--- src/rtl/exe_stage_if.sv ---
// ID-to-EXE handshake and decode bundle for the execute stage.
// ID drives the instruction fields; EXE answers with allow-in.
interface exe_stage_if;
    logic        ds_to_es_valid;
    logic        es_allow_in;
    logic [31:0] in_pc;
    logic [32:0] in_alu_src1;
    logic [32:0] in_alu_src2;
    logic [17:0] in_alu_op;
    logic        in_sram_en;
    logic [31:0] in_sram_addr;
    logic [31:0] in_sram_wdata;
    logic [3:0]  in_rf_we;
    logic [4:0]  in_rf_waddr;
    logic [3:0]  in_mem_op;

    modport master (
        output ds_to_es_valid, in_pc, in_alu_src1, in_alu_src2, in_alu_op,
               in_sram_en, in_sram_addr, in_sram_wdata, in_rf_we, in_rf_waddr,
               in_mem_op,
        input  es_allow_in
    );

    modport slave (
        input  ds_to_es_valid, in_pc, in_alu_src1, in_alu_src2, in_alu_op,
               in_sram_en, in_sram_addr, in_sram_wdata, in_rf_we, in_rf_waddr,
               in_mem_op,
        output es_allow_in
    );
endinterface

--- src/rtl/exe_stage.sv ---
// LoongArch execute stage: ALU, 33x33 multiplier and iterative radix-2 divider,
// with valid/allow-in handshake toward MEM and forwarding info toward ID.
module exe_stage #(
    parameter logic [31:0] RESET_PC = 32'h1c000000,
    parameter int unsigned DIV_ITER = 32
) (
    input  logic        clk,
    input  logic        reset,
    exe_stage_if.slave  ds_if,
    input  logic        ms_allow_in,
    output logic        es_to_ms_valid,
    output logic        es_valid,
    output logic [31:0] es_pc,
    output logic [31:0] es_result,
    output logic        es_sram_en,
    output logic [31:0] es_sram_addr,
    output logic [31:0] es_sram_wdata,
    output logic [3:0]  es_mem_op,
    output logic [3:0]  es_rf_we,
    output logic [4:0]  es_rf_waddr,
    output logic        es_fwd_ok,
    output logic        es_div_busy
);

    localparam int unsigned CNT_W     = 5;
    localparam logic [CNT_W-1:0] LAST_ITER = CNT_W'(DIV_ITER - 1);

    localparam logic [1:0] DIV_IDLE = 2'd0;
    localparam logic [1:0] DIV_BUSY = 2'd1;
    localparam logic [1:0] DIV_DONE = 2'd2;

    logic        es_valid_q, es_valid_d;
    logic [31:0] pc_q, pc_d;
    logic [32:0] src1_q, src1_d;
    logic [32:0] src2_q, src2_d;
    logic [17:0] alu_op_q, alu_op_d;
    logic        sram_en_q, sram_en_d;
    logic [31:0] sram_addr_q, sram_addr_d;
    logic [31:0] sram_wdata_q, sram_wdata_d;
    logic [3:0]  rf_we_q, rf_we_d;
    logic [4:0]  rf_waddr_q, rf_waddr_d;
    logic [3:0]  mem_op_q, mem_op_d;

    logic [1:0]       div_state_q, div_state_d;
    logic [CNT_W-1:0] cnt_q, cnt_d;
    logic [63:0]      rem_q, rem_d;
    logic [31:0]      dvsr_q, dvsr_d;
    logic             q_neg_q, q_neg_d;
    logic             r_neg_q, r_neg_d;
    logic             dz_q, dz_d;

    logic        is_div_c;
    logic        ready_go_c;
    logic        allow_in_c;
    logic        capture_c;

    assign is_div_c   = |alu_op_q[17:14];
    assign ready_go_c = !is_div_c || (div_state_q == DIV_DONE);
    assign allow_in_c = !es_valid_q || (ready_go_c && ms_allow_in);
    assign capture_c  = ds_if.ds_to_es_valid && allow_in_c;

    assign ds_if.es_allow_in = allow_in_c;
    assign es_to_ms_valid    = es_valid_q && ready_go_c;
    assign es_fwd_ok         = es_valid_q && ready_go_c && !mem_op_q[3];
    assign es_div_busy       = (div_state_q == DIV_BUSY);

    assign es_valid      = es_valid_q;
    assign es_pc         = pc_q;
    assign es_sram_en    = sram_en_q;
    assign es_sram_addr  = sram_addr_q;
    assign es_sram_wdata = sram_wdata_q;
    assign es_mem_op     = mem_op_q;
    assign es_rf_we      = rf_we_q;
    assign es_rf_waddr   = rf_waddr_q;

    // Pipeline register: load the decode bundle whenever ID hands one over.
    always_comb begin
        es_valid_d   = es_valid_q;
        pc_d         = pc_q;
        src1_d       = src1_q;
        src2_d       = src2_q;
        alu_op_d     = alu_op_q;
        sram_en_d    = sram_en_q;
        sram_addr_d  = sram_addr_q;
        sram_wdata_d = sram_wdata_q;
        rf_we_d      = rf_we_q;
        rf_waddr_d   = rf_waddr_q;
        mem_op_d     = mem_op_q;
        if (allow_in_c) begin
            es_valid_d = ds_if.ds_to_es_valid;
        end
        if (capture_c) begin
            pc_d         = ds_if.in_pc;
            src1_d       = ds_if.in_alu_src1;
            src2_d       = ds_if.in_alu_src2;
            alu_op_d     = ds_if.in_alu_op;
            sram_en_d    = ds_if.in_sram_en;
            sram_addr_d  = ds_if.in_sram_addr;
            sram_wdata_d = ds_if.in_sram_wdata;
            rf_we_d      = ds_if.in_rf_we;
            rf_waddr_d   = ds_if.in_rf_waddr;
            mem_op_d     = ds_if.in_mem_op;
        end
    end

    // Divider operand preparation and one restoring iteration.
    logic        div_signed_c;
    logic        a_neg_c, b_neg_c;
    logic [31:0] a_mag_c, b_mag_c;
    logic        ge_c;
    logic [31:0] diff_c;
    logic [63:0] step_c;
    logic [31:0] q_fix_c, r_fix_c;

    assign div_signed_c = alu_op_q[14] || alu_op_q[15];
    assign a_neg_c      = div_signed_c && src1_q[31];
    assign b_neg_c      = div_signed_c && src2_q[31];
    assign a_mag_c      = a_neg_c ? (~src1_q[31:0] + 32'd1) : src1_q[31:0];
    assign b_mag_c      = b_neg_c ? (~src2_q[31:0] + 32'd1) : src2_q[31:0];

    assign ge_c   = rem_q[63:31] >= {1'b0, dvsr_q};
    assign diff_c = rem_q[62:31] - dvsr_q;
    assign step_c = ge_c ? {diff_c, rem_q[30:0], 1'b1} : {rem_q[62:0], 1'b0};

    // Zero divisor forces an all-ones quotient regardless of operand signs.
    assign q_fix_c = dz_q    ? 32'hFFFF_FFFF
                   : q_neg_q ? (~step_c[31:0] + 32'd1) : step_c[31:0];
    assign r_fix_c = r_neg_q ? (~step_c[63:32] + 32'd1) : step_c[63:32];

    // Divider FSM next state; rem holds {remainder, quotient} once DONE.
    always_comb begin
        div_state_d = div_state_q;
        cnt_d       = cnt_q;
        rem_d       = rem_q;
        dvsr_d      = dvsr_q;
        q_neg_d     = q_neg_q;
        r_neg_d     = r_neg_q;
        dz_d        = dz_q;
        case (div_state_q)
            DIV_IDLE: begin
                if (es_valid_q && is_div_c) begin
                    div_state_d = DIV_BUSY;
                    cnt_d       = '0;
                    rem_d       = {32'd0, a_mag_c};
                    dvsr_d      = b_mag_c;
                    q_neg_d     = a_neg_c ^ b_neg_c;
                    r_neg_d     = a_neg_c;
                    dz_d        = (src2_q[31:0] == 32'd0);
                end
            end
            DIV_BUSY: begin
                rem_d = step_c;
                cnt_d = cnt_q + CNT_W'(1);
                if (cnt_q == LAST_ITER) begin
                    div_state_d = DIV_DONE;
                    rem_d       = {r_fix_c, q_fix_c};
                end
            end
            DIV_DONE: begin
                if (ms_allow_in) begin
                    div_state_d = DIV_IDLE;
                end
            end
            default: div_state_d = DIV_IDLE;
        endcase
    end

    // Result mux over the one-hot operation select.
    logic signed [32:0] m1_c, m2_c;
    logic signed [63:0] prod_c;
    logic [31:0]        a_c, b_c, add_c;
    logic [31:0]        alu_res_c;

    assign m1_c   = src1_q;
    assign m2_c   = src2_q;
    assign prod_c = 64'(m1_c) * 64'(m2_c);
    assign a_c    = src1_q[31:0];
    assign b_c    = src2_q[31:0];
    assign add_c  = a_c + b_c;

    always_comb begin
        alu_res_c = 32'd0;
        if (alu_op_q[0])  alu_res_c = alu_res_c | add_c;
        if (alu_op_q[1])  alu_res_c = alu_res_c | (a_c - b_c);
        if (alu_op_q[2])  alu_res_c = alu_res_c | {31'd0, $signed(a_c) < $signed(b_c)};
        if (alu_op_q[3])  alu_res_c = alu_res_c | {31'd0, a_c < b_c};
        if (alu_op_q[4])  alu_res_c = alu_res_c | (a_c & b_c);
        if (alu_op_q[5])  alu_res_c = alu_res_c | ~(a_c | b_c);
        if (alu_op_q[6])  alu_res_c = alu_res_c | (a_c | b_c);
        if (alu_op_q[7])  alu_res_c = alu_res_c | (a_c ^ b_c);
        if (alu_op_q[8])  alu_res_c = alu_res_c | (a_c << b_c[4:0]);
        if (alu_op_q[9])  alu_res_c = alu_res_c | (a_c >> b_c[4:0]);
        if (alu_op_q[10]) alu_res_c = alu_res_c | 32'($signed(a_c) >>> b_c[4:0]);
        if (alu_op_q[11]) alu_res_c = alu_res_c | b_c;
        if (alu_op_q[12]) alu_res_c = alu_res_c | prod_c[63:32];
        if (alu_op_q[13]) alu_res_c = alu_res_c | prod_c[31:0];
        if (alu_op_q[14] || alu_op_q[16]) alu_res_c = alu_res_c | rem_q[31:0];
        if (alu_op_q[15] || alu_op_q[17]) alu_res_c = alu_res_c | rem_q[63:32];
        // Memory ops always present the effective address computed by the adder.
        if (sram_en_q) alu_res_c = add_c;
    end

    assign es_result = alu_res_c;

    always_ff @(posedge clk or negedge reset) begin
        if (!reset) begin
            es_valid_q   <= 1'b0;
            pc_q         <= RESET_PC;
            src1_q       <= '0;
            src2_q       <= '0;
            alu_op_q     <= '0;
            sram_en_q    <= 1'b0;
            sram_addr_q  <= '0;
            sram_wdata_q <= '0;
            rf_we_q      <= '0;
            rf_waddr_q   <= '0;
            mem_op_q     <= '0;
        end else begin
            es_valid_q   <= es_valid_d;
            pc_q         <= pc_d;
            src1_q       <= src1_d;
            src2_q       <= src2_d;
            alu_op_q     <= alu_op_d;
            sram_en_q    <= sram_en_d;
            sram_addr_q  <= sram_addr_d;
            sram_wdata_q <= sram_wdata_d;
            rf_we_q      <= rf_we_d;
            rf_waddr_q   <= rf_waddr_d;
            mem_op_q     <= mem_op_d;
        end
    end

    always_ff @(posedge clk or negedge reset) begin
        if (!reset) begin
            div_state_q <= DIV_IDLE;
            cnt_q       <= '0;
            rem_q       <= '0;
            dvsr_q      <= '0;
            q_neg_q     <= 1'b0;
            r_neg_q     <= 1'b0;
            dz_q        <= 1'b0;
        end else begin
            div_state_q <= div_state_d;
            cnt_q       <= cnt_d;
            rem_q       <= rem_d;
            dvsr_q      <= dvsr_d;
            q_neg_q     <= q_neg_d;
            r_neg_q     <= r_neg_d;
            dz_q        <= dz_d;
        end
    end

endmodule
--- src/flat_wrapper.sv ---
// flat-port wrapper written by rule: the top's interface ports become plain ports
module exe_stage_flat 
#(
    parameter logic [31:0] RESET_PC = 32'h1c000000,
    parameter int unsigned DIV_ITER = 32
)
  (clk, reset, ms_allow_in, es_to_ms_valid, es_valid, es_pc, es_result, es_sram_en, es_sram_addr, es_sram_wdata, es_mem_op, es_rf_we, es_rf_waddr, es_fwd_ok, es_div_busy, ds_if_ds_to_es_valid, ds_if_in_pc, ds_if_in_alu_src1, ds_if_in_alu_src2, ds_if_in_alu_op, ds_if_in_sram_en, ds_if_in_sram_addr, ds_if_in_sram_wdata, ds_if_in_rf_we, ds_if_in_rf_waddr, ds_if_in_mem_op, ds_if_es_allow_in);
  exe_stage_if ds_if_i ();
  input  logic clk;
  input  logic reset;
  input  logic ms_allow_in;
  output logic es_to_ms_valid;
  output logic es_valid;
  output logic [31:0] es_pc;
  output logic [31:0] es_result;
  output logic es_sram_en;
  output logic [31:0] es_sram_addr;
  output logic [31:0] es_sram_wdata;
  output logic [3:0] es_mem_op;
  output logic [3:0] es_rf_we;
  output logic [4:0] es_rf_waddr;
  output logic es_fwd_ok;
  output logic es_div_busy;
  input wire logic [$bits(ds_if_i.ds_to_es_valid)-1:0] ds_if_ds_to_es_valid;
  input wire logic [$bits(ds_if_i.in_pc)-1:0] ds_if_in_pc;
  input wire logic [$bits(ds_if_i.in_alu_src1)-1:0] ds_if_in_alu_src1;
  input wire logic [$bits(ds_if_i.in_alu_src2)-1:0] ds_if_in_alu_src2;
  input wire logic [$bits(ds_if_i.in_alu_op)-1:0] ds_if_in_alu_op;
  input wire logic [$bits(ds_if_i.in_sram_en)-1:0] ds_if_in_sram_en;
  input wire logic [$bits(ds_if_i.in_sram_addr)-1:0] ds_if_in_sram_addr;
  input wire logic [$bits(ds_if_i.in_sram_wdata)-1:0] ds_if_in_sram_wdata;
  input wire logic [$bits(ds_if_i.in_rf_we)-1:0] ds_if_in_rf_we;
  input wire logic [$bits(ds_if_i.in_rf_waddr)-1:0] ds_if_in_rf_waddr;
  input wire logic [$bits(ds_if_i.in_mem_op)-1:0] ds_if_in_mem_op;
  output wire logic [$bits(ds_if_i.es_allow_in)-1:0] ds_if_es_allow_in;
  assign ds_if_i.ds_to_es_valid = ds_if_ds_to_es_valid;
  assign ds_if_i.in_pc = ds_if_in_pc;
  assign ds_if_i.in_alu_src1 = ds_if_in_alu_src1;
  assign ds_if_i.in_alu_src2 = ds_if_in_alu_src2;
  assign ds_if_i.in_alu_op = ds_if_in_alu_op;
  assign ds_if_i.in_sram_en = ds_if_in_sram_en;
  assign ds_if_i.in_sram_addr = ds_if_in_sram_addr;
  assign ds_if_i.in_sram_wdata = ds_if_in_sram_wdata;
  assign ds_if_i.in_rf_we = ds_if_in_rf_we;
  assign ds_if_i.in_rf_waddr = ds_if_in_rf_waddr;
  assign ds_if_i.in_mem_op = ds_if_in_mem_op;
  assign ds_if_es_allow_in = ds_if_i.es_allow_in;
  exe_stage #(.RESET_PC(RESET_PC), .DIV_ITER(DIV_ITER)) u_core (.clk(clk), .reset(reset), .ds_if(ds_if_i), .ms_allow_in(ms_allow_in), .es_to_ms_valid(es_to_ms_valid), .es_valid(es_valid), .es_pc(es_pc), .es_result(es_result), .es_sram_en(es_sram_en), .es_sram_addr(es_sram_addr), .es_sram_wdata(es_sram_wdata), .es_mem_op(es_mem_op), .es_rf_we(es_rf_we), .es_rf_waddr(es_rf_waddr), .es_fwd_ok(es_fwd_ok), .es_div_busy(es_div_busy));
endmodule
--- config.mk ---
export PLATFORM = sky130hd
export DESIGN_NAME = exe_stage_flat
export DESIGN_NICKNAME = d
export VERILOG_FILES = /design/src/rtl/exe_stage_if.sv /design/src/rtl/exe_stage.sv /design/src/flat_wrapper.sv
export SDC_FILE = /design/constraint.sdc
export NUM_CORES = 2
export LEC_CHECK = 0
export ABC_AREA = 1
export CAP_MARGIN = 20
export CORE_ASPECT_RATIO = 1.75
export CORE_MARGIN = 1
export CORE_UTILIZATION = 55
export CTS_CLUSTER_DIAMETER = 80
export DETAILED_ROUTE_END_ITERATION = 10
export PLACE_DENSITY = 0.74
export SETUP_SLACK_MARGIN = 0.5
export SYNTH_ARGS = -nofsm -noshare
export SYNTH_HDL_FRONTEND = slang
export SYNTH_SLANG_ARGS = --single-unit
--- constraint.sdc ---
create_clock -name clk -period 20.4 [get_ports clk]
set_input_delay 4.08 -clock clk [delete_from_list [all_inputs] [get_ports clk]]
set_output_delay 4.08 -clock clk [all_outputs]
set_load 0.01 [all_outputs]
==> run_summary.xml <==
<?xml version="1.0" encoding="UTF-8"?>
<metrics>
  <group name="min_path">
    <metric name="min-delay-path-class" unit="">reg2reg</metric>
  </group>
  <group name="synthesis">
    <metric name="synthCells" unit="">8664</metric>
    <metric name="largest_family_of_logic_cells_by_synthesized_area" unit="">adder cells</metric>
    <metric name="synth_largest_area_cell" unit="">sky130_fd_sc_hd__fa_1</metric>
    <metric name="synth-simple-area-share" unit="%">17.9</metric>
    <metric name="post-synth-top-count-cell" unit="">sky130_fd_sc_hd__inv_1</metric>
    <metric name="ys_ff_latch" unit="">301</metric>
    <metric name="synth_compound_area_share" unit="%">10.9</metric>
    <metric name="synth_top_flop_cell" unit="">sky130_fd_sc_hd__dfrtp_1</metric>
    <metric name="post_synth_most_frequent_cells" unit="">sky130_fd_sc_hd__inv_1, sky130_fd_sc_hd__nand2_1, sky130_fd_sc_hd__fa_1</metric>
    <metric name="synth.distinct_cells" unit="">66</metric>
    <metric name="avgSynthCellArea" unit="um2">7.52</metric>
    <metric name="syn-cell-area" unit="um2">65100</metric>
    <metric name="synthMuxAreaShare" unit="%">2.19</metric>
    <metric name="post_synth_fa_ha_maj_area_fraction" unit="%">41.3</metric>
    <metric name="synthDominantCellAreaShare" unit="%">34.7</metric>
    <metric name="synth-edff-count" unit="">0</metric>
    <metric name="post_synth_xor_area_fraction" unit="%">1.47</metric>
    <metric name="synth_async_sr_flop_share" unit="%">100</metric>
    <metric name="ranking_of_synthesized_cells_by_area" unit="">sky130_fd_sc_hd__fa_1, sky130_fd_sc_hd__inv_1, sky130_fd_sc_hd__nand2_1, sky130_fd_sc_hd__dfrtp_1, sky130_fd_sc_hd__ha_1</metric>
    <metric name="synth_fp_nets" unit="">10300</metric>
    <metric name="synth_warnings" unit="">0</metric>
    <metric name="seq_area_frac_synth" unit="%">11.6</metric>
  </group>
  <group name="worst_setup_path">
    <metric name="setup.worst_path.start_class" unit="">register</metric>
    <metric name="crit_slowest_cell" unit="">sky130_fd_sc_hd__fa_1</metric>
    <metric name="worst-setup-path-type" unit="">reg2out</metric>
    <metric name="worstPathRequired" unit="ps">16320</metric>
    <metric name="critical-path-max-stage-delay" unit="ps">770</metric>
    <metric name="end_kind" unit="">output pin</metric>
    <metric name="path_max_fanout" unit="">30</metric>
    <metric name="worst_ep_arrival_time" unit="ps">11300</metric>
  </group>
  <group name="cells_and_area">
    <metric name="number_of_nets_in_the_final_layout" unit="">10500</metric>
    <metric name="area.growth.synth_to_final" unit="%">10.1</metric>
    <metric name="finalInstanceArea" unit="um2">71700</metric>
    <metric name="drive_above_1_share" unit="%">5.28</metric>
    <metric name="instances_no_fill" unit="">10400</metric>
    <metric name="fillers" unit="">10200</metric>
    <metric name="multi_input_comb_area" unit="um2">48100</metric>
    <metric name="regArea" unit="um2">7560</metric>
  </group>
  <group name="drt">
    <metric name="ant_nets" unit="">0</metric>
    <metric name="per_cell_via_count_in_the_routed_design" unit="">6.30</metric>
    <metric name="first_iter_violations" unit="">8740</metric>
    <metric name="wl_per_cell" unit="um">30.8</metric>
    <metric name="vias" unit="">65400</metric>
    <metric name="remaining_drc_errors" unit="">0</metric>
    <metric name="finalWirelength" unit="um">319000</metric>
    <metric name="detailedRoute.firstPassIterationCount" unit="">10</metric>
  </group>
  <group name="sta">
    <metric name="slew-limit-headroom" unit="%">13.2</metric>
    <metric name="setup_repair_after_global_routing_missed_its_margin" unit="">no</metric>
    <metric name="timing.final.hold_violations" unit="">0</metric>
    <metric name="setup_viol_count_final" unit="">0</metric>
    <metric name="timing.final.crit_period" unit="ps">15380</metric>
    <metric name="tightest_slew" unit="ps">1290</metric>
    <metric name="slew_violations" unit="">0</metric>
    <metric name="setup-tns-final" unit="ps">0</metric>
    <metric name="max_freq" unit="GHz">0.0650</metric>
    <metric name="portion_of_the_clock_cycle_consumed_by_the_worst_path_in_the_final_layout" unit="%">75.4</metric>
    <metric name="final.setup_skew" unit="ps">37.1</metric>
    <metric name="fin_worst_hold_slack" unit="ps">495</metric>
  </group>
  <group name="die">
    <metric name="vertical_extent_of_the_die" unit="um">457</metric>
    <metric name="rows" unit="">166</metric>
    <metric name="num_io_pins" unit="">345</metric>
    <metric name="initial_cell_density_of_the_core" unit="%">55.6</metric>
    <metric name="die-area" unit="um2">120000</metric>
    <metric name="die_x_extent" unit="um">262</metric>
    <metric name="core_region_area" unit="um2">117000</metric>
  </group>
  <group name="global_routing">
    <metric name="grt.overflow.total" unit="">0</metric>
    <metric name="vias_in_the_first_global_route" unit="">69100</metric>
    <metric name="grt_use_total" unit="%">54.7</metric>
    <metric name="grt_start_max_net_pins" unit="">178</metric>
    <metric name="grt_antenna_before_repair" unit="">48</metric>
    <metric name="grt_first_pass_wirelength" unit="um">463000</metric>
  </group>
  <group name="clock_network">
    <metric name="post_cts_resize_count" unit="">0</metric>
    <metric name="skew_pair_late_insertion_delay" unit="ps">630</metric>
    <metric name="holdBufCountCts" unit="">0</metric>
    <metric name="clk_pin_slew" unit="ps">60</metric>
    <metric name="htree_depth" unit="">2</metric>
    <metric name="clockRootBuffer" unit="">sky130_fd_sc_hd__clkbuf_16</metric>
    <metric name="cts_made_buffers" unit="">39</metric>
    <metric name="cts.sinks" unit="">301</metric>
    <metric name="ctsLongestPathBuffers" unit="">3</metric>
    <metric name="clock_tree_from_tritoncts" unit="">done</metric>
    <metric name="cts_setup_buffers" unit="">0</metric>
  </group>
  <group name="placed_design">
    <metric name="hpwl_after_detailed_placement" unit="um">246000</metric>
    <metric name="routabilityCongestion" unit="">1.16</metric>
    <metric name="placement.cell_area" unit="um2">70100</metric>
    <metric name="port-buffer-count" unit="">344</metric>
    <metric name="cells_after_dpl" unit="">10300</metric>
  </group>
  <group name="outcome">
    <metric name="outcome" unit="">finished clean</metric>
  </group>
  <group name="run">
    <metric name="max-cap-violations" unit="">0</metric>
  </group>
</metrics>
## area by class of cell
type | count | area share, %
sequential | 301 | 10.5
inverter | 2109 | 11.0
clock inverter | 16 | 0.271
antenna | 33 | 0.115
tap | 1512 | 2.64
multi-input combinational | 5828 | 67.1
timing repair buffer | 523 | 6.82
clock buffer | 52 | 1.51
## final timing paths
check,from,end,slack (ps),cells after the start
max,u_core.m2_c[6],es_result[26],5020,30
min,u_core.dvsr_q[24],u_core.dvsr_q[24],490,2
max reg2reg,u_core.rem_q[46],u_core.rem_q[30],14760,24
min reg2reg,u_core.dvsr_q[24],u_core.dvsr_q[24],490,2
max in group asynchronous,reset,u_core.es_pc[26],14750,4
min in group asynchronous,reset,u_core.div_state_q[0],3540,1
## metrics by stage
stage,util (%),setup slack (ps)
6_report,61.2,5020
5_1_grt,61.1,4720
4_1_cts,61.0,5490
3_5_place_dp,59.9,6120
3_3_place_gp,59.8,6230
2_1_floorplan,-,8100
## per-layer routing
| metal | part of all wire (%) | wire length [um] | global-route usage [%] | vias up |
|---|---|---|---|---|
| li1 | - | - | - | 26400 |
| met1 | 30 | 97000 | 56.0 | 31400 |
| met2 | 44 | 141000 | 81.1 | 5255 |
| met3 | 12 | 38900 | 23.0 | 2275 |
| met4 | 13 | 42100 | 55.7 | 33 |
| met5 | 0.11 | 341 | 1.16 | - |
## registers in the layout, indices dropped and copies added (netlist names)
signal                count
u_core.m1_c              33
u_core.rem_q             64
u_core.alu_op_q          18
u_core.es_sram_wdata     32
u_core.m2_c              33
u_core.es_sram_en         1
u_core.es_pc             32
u_core.es_valid           1
u_core.cnt_q              5
u_core.q_neg_q            1
u_core.div_state_q        2
u_core.r_neg_q            1
u_core.es_rf_we           4
u_core.dvsr_q            32
u_core.es_mem_op          4
u_core.es_rf_waddr        5
u_core.es_sram_addr      32
u_core.dz_q               1
## cells in the final DEF (no fill, tap or decap), types with 22 or more instances in the layout
cell / synthesis / layout
sky130_fd_sc_hd__o21ai_0: 424 / 417
sky130_fd_sc_hd__a221oi_1: 26 / 25
sky130_fd_sc_hd__o22ai_1: 48 / 48
sky130_fd_sc_hd__xnor2_1: 26 / 26
sky130_fd_sc_hd__a21oi_1: 472 / 471
sky130_fd_sc_hd__xor2_1: 83 / 83
sky130_fd_sc_hd__nand3_1: 218 / 218
sky130_fd_sc_hd__nor4_1: 23 / 22
sky130_fd_sc_hd__clkdlybuf4s50_1: 0 / 343
sky130_fd_sc_hd__nand2_1: 1991 / 1990
sky130_fd_sc_hd__nor3_1: 52 / 52
sky130_fd_sc_hd__diode_2: 0 / 33
sky130_fd_sc_hd__o221ai_1: 24 / 24
sky130_fd_sc_hd__a31oi_1: 35 / 35
sky130_fd_sc_hd__clkbuf_16: 0 / 39
sky130_fd_sc_hd__o21ai_1: 24 / 29
sky130_fd_sc_hd__or2_2: 32 / 32
sky130_fd_sc_hd__mux2_2: 116 / 116
sky130_fd_sc_hd__fa_1: 1128 / 1128
sky130_fd_sc_hd__nor2_1: 448 / 444
sky130_fd_sc_hd__dfrtp_1: 298 / 282
sky130_fd_sc_hd__ha_1: 347 / 347
sky130_fd_sc_hd__buf_4: 1 / 167
sky130_fd_sc_hd__o211ai_1: 41 / 41
sky130_fd_sc_hd__nand4_1: 45 / 45
sky130_fd_sc_hd__inv_1: 2085 / 2083
## logic make-up after synthesis
kind of cell               Yosys count
and+or+nand+nor                   2869
buffers and inverters             2535
adders and majority gates         1475
AOI/OAI and AO/OA                 1247
DFF                                301
muxes                              128
xor gates and xnor gates           109
## critical path: cells and delay by family, from the launching register on
family | cells | cell delay (ps)
buffers and inverters | 10 | 2460
and+or+nand+nor | 7 | 1360
AOI/OAI and AO/OA | 4 | 1440
DFF | 1 | 670
adders and majority gates | 9 | 4630
Power is left out: the tool's default activity adds up to more than one toggle a clock period on the data nets, which glitch-free logic cannot reach.
